File: src/rtl/dmem_bridge_if.sv
// Data-RAM request/acknowledge bus between the MEM-stage bridge and the RAM.
//   ram_req   : request, held high until ram_ack
//   ram_we    : 1 = write, 0 = read
//   ram_addr  : word address
//   ram_wdata : write data
//   ram_ack   : single-cycle completion pulse from the RAM
//   ram_rdata : read data, valid together with ram_ack
// master = bridge side, slave = RAM side.
interface dmem_bridge_if;
  logic        ram_req;
  logic        ram_we;
  logic [29:0] ram_addr;
  logic [31:0] ram_wdata;
  logic        ram_ack;
  logic [31:0] ram_rdata;

  modport master (
    output ram_req, ram_we, ram_addr, ram_wdata,
    input  ram_ack, ram_rdata
  );

  modport slave (
    input  ram_req, ram_we, ram_addr, ram_wdata,
    output ram_ack, ram_rdata
  );
endinterface

File: src/rtl/dmem_bridge.sv
// MEM-stage data-memory bridge. Turns the pipeline's load/store request into a
// req/ack transaction on a variable-latency data RAM and returns the load data.
// The MEM stage is stalled until the access completes. Misaligned word
// accesses and RAM timeouts are flagged with sticky error bits.
//   clk, rst_n   : clock, asynchronous active-low reset
//   mem_ren      : load request
//   mem_wen      : store request (wins if both are set)
//   mem_addr     : byte address
//   mem_dout     : store data
//   mem_din      : load data, valid while in DONE
//   mem_stall    : hold IF..MEM this cycle
//   ram          : RAM request/acknowledge bus (master side)
//   align_err    : sticky, misaligned access seen
//   timeout_err  : sticky, RAM timeout seen
module dmem_bridge #(
  parameter int unsigned TIMEOUT = 255,
  parameter int unsigned CNT_W   = 8
) (
  input  logic                clk,
  input  logic                rst_n,
  input  logic                mem_ren,
  input  logic                mem_wen,
  input  logic [31:0]         mem_addr,
  input  logic [31:0]         mem_dout,
  output logic [31:0]         mem_din,
  output logic                mem_stall,
  dmem_bridge_if.master       ram,
  output logic                align_err,
  output logic                timeout_err
);

  typedef enum logic [1:0] {
    IDLE = 2'd0,
    BUSY = 2'd1,
    DONE = 2'd2
  } state_t;

  state_t           state;
  logic [CNT_W-1:0] cnt;
  logic             acc;

  assign acc = mem_ren | mem_wen;

  // Gated by rst_n so the pipeline is released while reset is held, even if
  // a request is still presented.
  always_comb begin
    mem_stall = 1'b0;
    if (rst_n) begin
      mem_stall = ((state == IDLE) && acc) || (state == BUSY);
    end
  end

  always_ff @(posedge clk or negedge rst_n) begin
    if (!rst_n) begin
      state         <= IDLE;
      cnt           <= '0;
      ram.ram_req   <= 1'b0;
      ram.ram_we    <= 1'b0;
      ram.ram_addr  <= '0;
      ram.ram_wdata <= '0;
      mem_din       <= '0;
      align_err     <= 1'b0;
      timeout_err   <= 1'b0;
    end else begin
      case (state)
        IDLE: begin
          if (acc) begin
            if (mem_addr[1:0] == 2'b00) begin
              ram.ram_req   <= 1'b1;
              ram.ram_we    <= mem_wen;
              ram.ram_addr  <= mem_addr[31:2];
              ram.ram_wdata <= mem_dout;
              cnt           <= '0;
              state         <= BUSY;
            end else begin
              align_err <= 1'b1;
              mem_din   <= '0;
              state     <= DONE;
            end
          end
        end
        BUSY: begin
          // An ack arriving in the final allowed cycle still completes normally.
          if (ram.ram_ack) begin
            ram.ram_req <= 1'b0;
            mem_din     <= ram.ram_we ? '0 : ram.ram_rdata;
            state       <= DONE;
          end else if (cnt == CNT_W'(TIMEOUT - 1)) begin
            ram.ram_req <= 1'b0;
            timeout_err <= 1'b1;
            mem_din     <= '1;
            state       <= DONE;
          end else begin
            cnt <= cnt + 1'b1;
          end
        end
        DONE: begin
          state <= IDLE;
        end
        default: begin
          state <= IDLE;
        end
      endcase
    end
  end

endmodule
File: src/flat_wrapper.sv
// flat-port wrapper written by rule: the top's interface ports become plain ports
module dmem_bridge_flat 
#(
  parameter int unsigned TIMEOUT = 255,
  parameter int unsigned CNT_W   = 8
)
  (clk, rst_n, mem_ren, mem_wen, mem_addr, mem_dout, mem_din, mem_stall, align_err, timeout_err, ram_ram_req, ram_ram_we, ram_ram_addr, ram_ram_wdata, ram_ram_ack, ram_ram_rdata);
  dmem_bridge_if ram_i ();
  input  logic clk;
  input  logic rst_n;
  input  logic mem_ren;
  input  logic mem_wen;
  input  logic [31:0] mem_addr;
  input  logic [31:0] mem_dout;
  output logic [31:0] mem_din;
  output logic mem_stall;
  output logic align_err;
  output logic timeout_err;
  output wire logic [$bits(ram_i.ram_req)-1:0] ram_ram_req;
  output wire logic [$bits(ram_i.ram_we)-1:0] ram_ram_we;
  output wire logic [$bits(ram_i.ram_addr)-1:0] ram_ram_addr;
  output wire logic [$bits(ram_i.ram_wdata)-1:0] ram_ram_wdata;
  input wire logic [$bits(ram_i.ram_ack)-1:0] ram_ram_ack;
  input wire logic [$bits(ram_i.ram_rdata)-1:0] ram_ram_rdata;
  assign ram_ram_req = ram_i.ram_req;
  assign ram_ram_we = ram_i.ram_we;
  assign ram_ram_addr = ram_i.ram_addr;
  assign ram_ram_wdata = ram_i.ram_wdata;
  assign ram_i.ram_ack = ram_ram_ack;
  assign ram_i.ram_rdata = ram_ram_rdata;
  dmem_bridge #(.TIMEOUT(TIMEOUT), .CNT_W(CNT_W)) u_core (.clk(clk), .rst_n(rst_n), .mem_ren(mem_ren), .mem_wen(mem_wen), .mem_addr(mem_addr), .mem_dout(mem_dout), .mem_din(mem_din), .mem_stall(mem_stall), .ram(ram_i), .align_err(align_err), .timeout_err(timeout_err));
endmodule
File: config.mk
export PLATFORM = sky130hd
export DESIGN_NAME = dmem_bridge_flat
export DESIGN_NICKNAME = d
export VERILOG_FILES = /design/src/rtl/dmem_bridge_if.sv /design/src/rtl/dmem_bridge.sv /design/src/flat_wrapper.sv
export SDC_FILE = /design/constraint.sdc
export NUM_CORES = 1
export LEC_CHECK = 0
export ABC_AREA = 0
export BUFFER_PORTS_ARGS = -buffer_cell sky130_fd_sc_hd__buf_4
export CAP_MARGIN = 20
export CORE_MARGIN = 2
export CORE_UTILIZATION = 47
export CTS_CLUSTER_SIZE = 8
export DETAILED_ROUTE_END_ITERATION = 12
export MAX_ROUTING_LAYER = met4
export PLACE_DENSITY = 0.86
export SYNTH_ARGS = -nofsm -noshare
export SYNTH_HDL_FRONTEND = slang
export SYNTH_SLANG_ARGS = --single-unit
File: constraint.sdc
create_clock -name clk -period 2.4 [get_ports clk]
set_clock_uncertainty 0.1 [all_clocks]
set_input_delay 0.36 -clock clk [delete_from_list [all_inputs] [get_ports clk]]
set_output_delay 0.36 -clock clk [all_outputs]
set_load 0.05 [all_outputs]
======== Yosys cells after proc, flatten, opt, wreduce, memory -nomap -nowiden ========
Index checks and enable logic that the tools add are counted.
storage, ports and cells
  output and inout port bits .............. 99
  register bits ........................... 108
  word-level logic and storage cells ...... 55
  input port bits ......................... 101
cells by class
  mux-type cells .......................... 22
  reduce and logical (&&, ||, !) cells .... 12
  bitwise operators ....................... 3
  add/sub/neg operators ................... 1
  equal/unequal tests ..................... 8
operator list
  operator                                                                count
  32-bit 2-to-1 mux                                                       5
  32-bit one-hot mux with 2 select lines                                  1
  8-bit 2-to-1 mux                                                        4
  8-bit one-hot mux with 2 select lines                                   1
  3-bit AND reduction                                                     3
  8-bit by 1-bit adder with 8-bit output (second input constant)          1
  8-bit equality test (second input constant)                             1
  2-bit 2-to-1 mux                                                        4
  2-bit != test (second input constant)                                   4
  4-bit AND reduction                                                     2
  1-bit 2-to-1 mux                                                        5
  5-bit AND reduction                                                     1
  2-bit zero test                                                         2
  2-bit one-hot mux with 2 select lines                                   1
  3-bit != test (second input constant)                                   1
  2-bit by 1-bit equality test with 1-bit output (second input constant)  1
  2-bit by 1-bit != test with 1-bit output (second input constant)        1
  1-bit NOT                                                               2
  1-bit one-hot mux with 2 select lines                                   1
  2-bit AND reduction                                                     1
  2-bit nonzero test                                                      1
  1-bit logical AND                                                       1
  1-bit logical OR                                                        1
  1-bit bitwise OR                                                        1

======== Logic depth before layout (Yosys ltp) ========
Gate-level depths: netlist (run 1).
  depth in word-level cells ............... 4
  gate-level depth with buffers ........... 7

======== Least setup slack after synthesis (run 1) ========
OpenSTA, ideal clock, no wires.
  path type ............................... register -> output
  start point ............................. register u_core.state[0]
  end point ............................... output port mem_stall
  data arrival time ....................... 1.721 ns
  stages on the path, launching flop included .. 3
  setup slack ............................. 0.219 ns
  data required time ...................... 1.940 ns
  path through ............................ dfrtp_1 -> nor3_1 -> nor3b_1
between the ends
  word-level cells in the longest chain between the ends .. 4
  elaborated cells between the ends (all ways) .. 5
ends and longest elaborated chain
  item                    RTL line            source
  start, declared         dmem_bridge.sv:38   state_t state;
  start signal, assigned  dmem_bridge.sv:55   state <= IDLE;
  start signal, assigned  dmem_bridge.sv:74   state <= BUSY;
  start signal, assigned  dmem_bridge.sv:78   state <= DONE;
  2-bit zero test         dmem_bridge.sv:49   mem_stall = ((state == IDLE) && acc) || (state == BUSY);
  1-bit logical AND       dmem_bridge.sv:49
  1-bit logical OR (*)    dmem_bridge.sv:49
  1-bit 2-to-1 mux (*)    dmem_bridge.sv:48   if (rst_n) begin
  end, declared           flat_wrapper.sv:16  output logic mem_stall;
Mark *: on every way between the ends. The rest lies on a longest branch, timed or not.

======== Final worst setup path (run 1) ========
  start point ............................. register u_core.cnt[0]
  end point ............................... register u_core.mem_din[0]
between the ends
  word-level cells in the longest chain between the ends .. 3
ends and longest elaborated chain
  item                           RTL line           source
  start, declared                dmem_bridge.sv:39  logic [CNT_W-1:0] cnt;
  start signal, assigned         dmem_bridge.sv:94  cnt <= cnt + 1'b1;
  8-bit equality test            dmem_bridge.sv:88  end else if (cnt == CNT_W'(TIMEOUT - 1)) begin
  3-bit != test (no line)        -
  4-bit AND reduction (no line)  -
  end signal, assigned           dmem_bridge.sv:86  mem_din <= ram.ram_we ? '0 : ram.ram_rdata;
  end, declared                  dmem_bridge.sv:25  output logic [31:0] mem_din,
No other way between the ends.
A chain may end at the register's enable or synchronous reset.

==> impl_metrics.yaml, run 1 <==
run_status:
  outcome: "finished clean"
floorplanning:
  fp.coreArea_um2: 9330
  rows: 35
  die_w_um: 102
  io_pins: 200
  initial_core_util: 0.489
  die_area_um2: 10500
  die_height_um: 102
clock_tree:
  cts-resized-gates: 0
  cts_made_buffers: 9
  cts_root_buf: "clkbuf_8"
  hold_buffers: 1
  htree_levels: 3
  post_cts_buffers: 0
  clkSinkCount: 108
  tritoncts: "yes"
  worstSkewPairLatency_ps: 340
  clockBufferDepth: 2
  clk_pin_slew_ps: 110
sta:
  period_share: 0.873
  maxSlewViolCount: 0
  setup_viol: 0
  hold_ws_ps: 126
  tightest_slew_ps: 827
  setup_tns_ps: 0
  min_period_ps: 2100
  hold_viol: 0
  rsz0062_at_grt: "no"
  relSlewSlack: 0.448
  fmax_mhz: 477
routing:
  vias_per_cell: 5.05
  routed_wl_um: 10800
  dr.first_iter.drc_count: 101
  drtPass1Iterations: 6
  via_count: 3242
  drc: 0
  ant_nets: 0
  wl_per_cell_um: 16.9
synthesis:
  syn_area_per_cell_um2: 14.9
  synth_cell_type_count: 37
  yosysSeqAreaShare: 0.593
  synth_warnings: 0
  syn-cell-area_um2: 4560
  synth-main-ff-cell: "dfrtp_1"
  synth_cells: 306
  syn_nets: 409
  synth-edff-count: 0
  synthArstFlopShare: 1.00
  ys_seq_elements: 108
pwr:
  leakage_nw: 3.06
  p_per_area_nw_per_um2: 1410
  ir_worst_vdd_v: 0.000743
setup_path:
  end_kind: "register"
  critical_path.slowest_cell: "nor2_4"
  critical_path.top_delay_family: "simple AND/OR/NAND/NOR gates"
  crit_chain: "inv_1 > ha_1 > nand3_1 > o21a_4 > nor2_4 > a2bb2oi_1"
  critical_path_required_ps: 2570
  cp_max_fo: 33
  critPathBufInv: 1
  max_stage_delay_ps: 570
  worstSetupStartpointType: "register"
  crit_arrival_ps: 2270
  path_class: "reg -> reg"
hold_path:
  hold_class: "in -> reg"
cells_and_area:
  antennaDiodeCount: 0
  area_growth_pct: 38.0
  drive_above_1_share: 0.561
  fin_nets: 611
global_route:
  grt_overflow_total: 0
  grt_util_all_layers: 0.208
  grt_pass1_wl_um: 16600
  antenna_found_initial: 0
  grt_pass1_vias: 3271
  grt_max_degree: 67
run:
  maxCapViolCount: 0
placement:
  port_buffers: 199
  place_congestion: 0.831
  dpl.hpwl_um: 8010
==> metal layers <==
| metal | part of all wire | up-vias | track usage | routed length, µm |
|---|---|---|---|---|
| met2 | 0.49 | 143 | 0.344 | 5320 |
| met1 | 0.42 | 1592 | 0.265 | 4570 |
| met5 | 0 | - | - | 0 |
| met4 | 0.0076 | 0 | 0.0379 | 82 |
| met3 | 0.078 | 10 | 0.0522 | 845 |
| li1 | - | 1497 | - | - |
==> cells by family (layout without fill, tap and decap cells) <==
logic type	after synthesis	in the layout	synth area share
flops	108	108	0.593
compound gates	54	54	0.102
buf+inv	19	226	0.0447
mux	62	62	0.186
fa+ha+maj	2	2	0.00549
simple gates	61	61	0.0694
==> per-stage QoR <==
stage | worst slack [ps] | power (mW) | cells | utilization | instance area [µm²]
after floorplan | 219 | 6.35 | 306 | - | 4560
final | 304 | 8.85 | 642 | 0.674 | 6290
after CTS | 283 | 8.91 | 642 | 0.674 | 6290
after global placement | 382 | 7.79 | 625 | 0.654 | 6100
after global routing | 121 | 9.24 | 642 | 0.674 | 6290
after detailed placement | 299 | 7.89 | 625 | 0.654 | 6100
==> final timing paths <==
path / startpoint / slack [ps] / endpoint / cells after the start
min reg2reg: u_core.timeout_err / 360 / u_core.timeout_err / 1
max in group asynchronous: rst_n / 990 / u_core.ram.ram_wdata[0] / 3
min in group asynchronous: rst_n / 540 / u_core.cnt[2] / 3
max reg2reg: u_core.cnt[0] / 300 / u_core.mem_din[0] / 6
min: mem_dout[4] / 130 / u_core.ram.ram_wdata[4] / 2
max: u_core.cnt[0] / 300 / u_core.mem_din[0] / 6
==> cell usage after synthesis (all sizes together), types with 3 or more instances <==
cell	instances	area share
a21oi	3	0.0033
a2bb2oi	32	0.061
and3	4	0.0055
buf	11	0.038
clkbuf	5	0.0041
dfrtp	108	0.59
inv	3	0.0025
mux2	62	0.19
nand2	33	0.027
nand2b	3	0.0058
nand3	4	0.0044
nor2	9	0.0091
nor3	4	0.0044
o21ai	5	0.0055
==> area by class of cell <==
class	count	area [µm²]
tap	129	161
clock inverter	6	47.5
clock buffer	10	128
fill	651	3040
multi-input combinational	179	1660
inverter	3	11.3
sequential	108	2700
timing repair buffer	207	1580
==> where the power goes <==
| group | internal (mW) | switching [mW] |
|---|---|---|
| Sequential | 2.51 | 0.451 |
| Combinational | 1.73 | 3.16 |
| Clock | 0.390 | 0.611 |
==> flip-flops by register name, summed over array words and instances (netlist names) <==
name                  flops
u_core.cnt                8
u_core.ram.ram_wdata     32
u_core.timeout_err        1
u_core.state              2
u_core.ram.ram_req        1
u_core.ram.ram_addr      30
u_core.ram.ram_we         1
u_core.align_err          1
u_core.mem_din           32
==> placed cells by master, fill, tap and decap left out, drive strengths merged, types with 4 or more instances in the layout <==
cell / count
buf: 206
dfrtp: 108
mux2: 62
nand2: 33
a2bb2oi: 32
clkbuf: 10
nor2: 9
inv: 6
o21ai: 5
nor3: 4
nand3: 4
and3: 4
Note: power is estimated with default switching activity, not from simulation.
==> inputs of run 2 (changes only) <==
GPL_TIMING_DRIVEN = 0   (was unset)
==> run 2 against run 1 <==
Compared with the run above: sequential cell count did not move; register-to-register slack improved by 170 ps; maximum frequency rose by 6.5%; sequential power barely moved; clock power barely moved; count of clock-buffer cells in the layout rose by 2; critical endpoint is now mem_stall; sequential share of layout area fell by 1.2 points; critical path type is now in -> out; power rose by 0.99%; largest power group unchanged.
==> impl_metrics.yaml, run 2 (synthesis results as in run 1) <==
clock_tree:
  post_cts_buffers: 0
  cts_made_buffers: 9
  worstSkewPairLatency_ps: 350
  clockBufferDepth: 2
  tritoncts: "yes"
  cts_root_buf: "clkbuf_8"
  htree_levels: 3
  clkSinkCount: 108
  clk_pin_slew_ps: 100
placement:
  port_buffers: 199
  dpl.hpwl_um: 8590
  place_congestion: 0.826
  dp_slack_ps: 449
global_route:
  grt_pass1_wl_um: 17000
  antenna_found_initial: 0
  grt_overflow_total: 0
  grt_max_degree: 57
  grt_pass1_vias: 3416
  grt_util_all_layers: 0.216
setup_path:
  critical_path_required_ps: 1940
  crit_arrival_ps: 1510
  cp_max_fo: 4
  path_class: "in -> out"
  end_kind: "output pin"
  worstSetupStartpointType: "input port"
cells_and_area:
  final_cell_mix: "buf_4, dfrtp_1, mux2_4"
  area_growth_pct: 41.9
  largestRegisters: "u_core.mem_din x32, u_core.ram.ram_wdata x32, u_core.ram.ram_addr x30"
  multi_input_area_um2: 1650
  final_common_cell: "buf_4"
  drive_above_1_share: 0.554
  fin_nets: 623
  nFillCells: 651
  antennaDiodeCount: 0
  ff_latch_area_um2: 2700
sta:
  maxSlewViolCount: 0
  tightest_slew_ps: 478
  hold_viol: 0
  relSlewSlack: 0.680
  worst_slack_ps: 432
  min_period_ps: 1970
  setup_tns_ps: 0
  rsz0062_at_grt: "no"
  fmax_mhz: 508
  setup_viol: 0
  period_share: 0.820
run_status:
  outcome: "finished clean"
floorplanning:
  die_height_um: 102
  rows: 35
  die_area_um2: 10500
  fp.coreArea_um2: 9330
  initial_core_util: 0.489
  io_pins: 200
  die_w_um: 102
routing:
  routed_wl_um: 11300
  wl_per_cell_um: 17.3
  dr.first_iter.drc_count: 56
  vias_per_cell: 5.03
  drc: 0
  via_count: 3291
  drtPass1Iterations: 4
  ant_nets: 0
pwr:
  p_per_area_nw_per_um2: 1380
  ir_worst_vdd_v: 0.000885
  leakage_nw: 3.13
run:
  maxCapViolCount: 0
hold_path:
  hold_class: "in -> reg"
## run 2: cell count changes in the layout (fill, tap and decap cells not counted)
cell           delta
clkbuf_1          +6
buf_4             -5
buf_12            +4
buf_6             +3
buf_16            +2
inv_6             -2
nor2_1            +2
nor2_2            -2
buf_2             +1
buf_8             +1
clkbuf_8          +1
clkinv_2          -1
clkinv_4          +1
dlygate4sd3_1     +1
## run 2: layout make-up
type	count	share of cell area
Timing Repair Buffer	203	0.243
Clock buffer	12	0.0224
Multi-Input combinational cell	179	0.256
Inverter	3	0.00174
Tap cell	129	0.0250
Clock inverter	4	0.00522
Buffer	16	0.0298
Sequential cell	108	0.418
## run 2: per-layer routing
layer / vias up / track usage / routed length, µm
met5: - / - / 0
met4: 0 / 0.0523 / 97
met3: 8 / 0.0407 / 823
met2: 135 / 0.366 / 5730
met1: 1625 / 0.271 / 4630
li1: 1523 / - / -
## run 2: critical path, stage by stage
cell and delay [ps]:
dlygate4sd3_1 530, buf_4 170, nor3b_1 220, buf_4 240
## run 2: timing repair
item	in CTS	in global routing
hold endpoints to repair	54	10
setup endpoints to repair	0	0
gates resized for setup	0	0
## run 2: power breakdown
part	internal [mW]	total (mW)	switching [mW]	leakage [nW]
Combinational	1.77	4.97	3.19	1.74
Clock	0.416	1.02	0.602	0.0872
Sequential	2.51	2.95	0.440	1.30
## run 2: worst paths after layout
check / startpoint / to / slack (ps) / depth (start not counted)
min in group asynchronous: rst_n / u_core.cnt[7] / 460 / 3
min: mem_dout[7] / u_core.ram.ram_wdata[7] / 120 / 2
max in group asynchronous: rst_n / u_core.ram.ram_wdata[8] / 860 / 3
max: rst_n / mem_stall / 430 / 4
min reg2reg: u_core.align_err / u_core.align_err / 380 / 1
max reg2reg: u_core.state[1] / u_core.ram.ram_addr[26] / 470 / 5
## run 2: metrics by stage
stage,hold slack (ps),instances,total power [mW],cell area (µm²),utilization
floorplan,-35.6,306,6.35,4560,-
global placement,350,634,7.83,6210,0.666
detailed placement,353,635,7.96,6240,0.669
CTS,-39.4,651,8.99,6420,0.688
global route,99.8,654,9.31,6470,0.693
finish,117,654,8.93,6470,0.693
==> inputs of run 3 (changes only) <==
CORE_UTILIZATION = 43   (was 47)
PLACE_DENSITY = 0.84   (was 0.86)
clock period = 1.7 ns   (was 2.4 ns; I/O delays follow)
==> run 3 against run 2 <==
Compared with the run above: the flow now finishes with violations (negative hold slack, negative setup slack); via count grew 8.8%; sequential share of layout area shrank 4.6 points; largest cell class unchanged; first-iteration DRC count rose to 3.7 times the previous value.
==> impl_metrics.yaml, run 3 (synthesis results as in run 1) <==
run_status:
  outcome: "finished with violations"
  violations: "negative hold slack, negative setup slack"
routing:
  via_count: 3581
  routed_wl_um: 13000
  wl_per_cell_um: 18.3
  drtPass1Iterations: 4
  drc: 0
  ant_nets: 0
  dr.first_iter.drc_count: 206
  vias_per_cell: 5.03
floorplanning:
  die_w_um: 107
  rows: 37
  io_pins: 200
  die_height_um: 107
  fp.coreArea_um2: 10300
  initial_core_util: 0.442
  die_area_um2: 11400
sta:
  setup_tns_ps: -6780
  period_share: 1.07
  min_period_ps: 1810
  maxSlewViolCount: 0
  relSlewSlack: 0.704
  tightest_slew_ps: 445
  hold_ws_ps: -306
  fmax_mhz: 552
  worst_slack_ps: -113
  hold_viol: 46
  setup_viol: 90
  rsz0062_at_grt: "yes"
cells_and_area:
  area_growth_pct: 59.4
  drive_above_1_share: 0.627
  final_cell_mix: "buf_4, dfrtp_1, mux2_4"
  nFillCells: 642
  final_common_cell: "buf_4"
  antennaDiodeCount: 0
  largestRegisters: "u_core.mem_din x32, u_core.ram.ram_wdata x32, u_core.ram.ram_addr x30"
  multi_input_area_um2: 1920
  ff_latch_area_um2: 2710
  fin_nets: 674
  utilization: 0.704
clock_tree:
  tritoncts: "yes"
  worstSkewPairLatency_ps: 360
  clk_pin_slew_ps: 100
  cts_made_buffers: 9
  clockBufferDepth: 2
  clkSinkCount: 108
  htree_levels: 3
  cts_root_buf: "clkbuf_8"
placement:
  place_congestion: 0.804
  port_buffers: 199
  dpl.hpwl_um: 8310
run:
  maxCapViolCount: 0
pwr:
  ir_worst_vdd_v: 0.00123
  total_power_mw: 13.3
  leakage_nw: 3.48
  p_per_area_nw_per_um2: 1830
global_route:
  antenna_found_initial: 0
  grt_pass1_wl_um: 18900
  grt_util_all_layers: 0.219
  grt_pass1_vias: 3662
  grt_overflow_total: 0
  grt_max_degree: 63
setup_path:
  path_class: "reg -> reg"
  end_kind: "register"
  critical_path_required_ps: 1850
  cp_max_fo: 5
  worstSetupStartpointType: "register"
  crit_arrival_ps: 1960
hold_path:
  hold_class: "in -> async"
-- run 3: area by class of cell --
type	instances	area share
multi-input combinational	179	0.264
inverter	3	0.00155
clock buffer	10	0.0176
buffer	16	0.0284
clock inverter	6	0.00568
timing repair buffer	254	0.287
tap	136	0.0234
sequential	108	0.372
-- run 3: worst max-delay path, stage by stage, from the launching register on --
cell and delay, ps:
dfrtp_2 430, buf_4 150, nor3b_4 330, buf_4 190, o32ai_4 110, a221o_2 390
-- run 3: final timing paths --
path,start,depth (start not counted),slack (ps),endpoint
worst max-delay path,u_core.state[0],5,-110,u_core.cnt[7]
worst min-delay path,rst_n,1,-310,u_core.ram.ram_wdata[28]
worst max register to register,u_core.state[0],5,-110,u_core.cnt[7]
worst min register to register,u_core.align_err,1,370,u_core.align_err
max in group asynchronous,rst_n,2,1160,u_core.mem_din[13]
min in group clk,mem_dout[14],2,20,u_core.ram.ram_wdata[14]
-- run 3: timing repair --
| item | in CTS | in global routing |
|---|---|---|
| hold buffers | 28 | 2 |
| setup buffers | 13 | 5 |
| endpoints found under the hold margin | 74 | 48 |
| resized for setup | 26 | 44 |
| pin swaps | 5 | 4 |
| cloned | 3 | 3 |
| setup endpoints to repair | 99 | 100 |
-- run 3: stage by stage --
step / instances / hold WS (ps) / cell area [µm²] / worst slack, ps
final: 712 / -306 / 7270 / -113
after global routing: 712 / -279 / 7270 / -161
after CTS: 702 / -217 / 6920 / -56.6
after detailed placement: 642 / 199 / 6260 / -237
after global placement: 641 / 347 / 6230 / -481
after floorplan: 306 / -141 / 4570 / -41.4
-- run 3: power breakdown --
group	internal (mW)	switching (mW)
logic	2.96	4.69
registers	3.54	0.709
clock network	0.531	0.873
-- run 3: per-layer routing --
layer	global-route usage	routed length, µm
met5	-	0
met4	0.0853	295
met3	0.0389	691
met1	0.270	5380
met2	0.360	6660
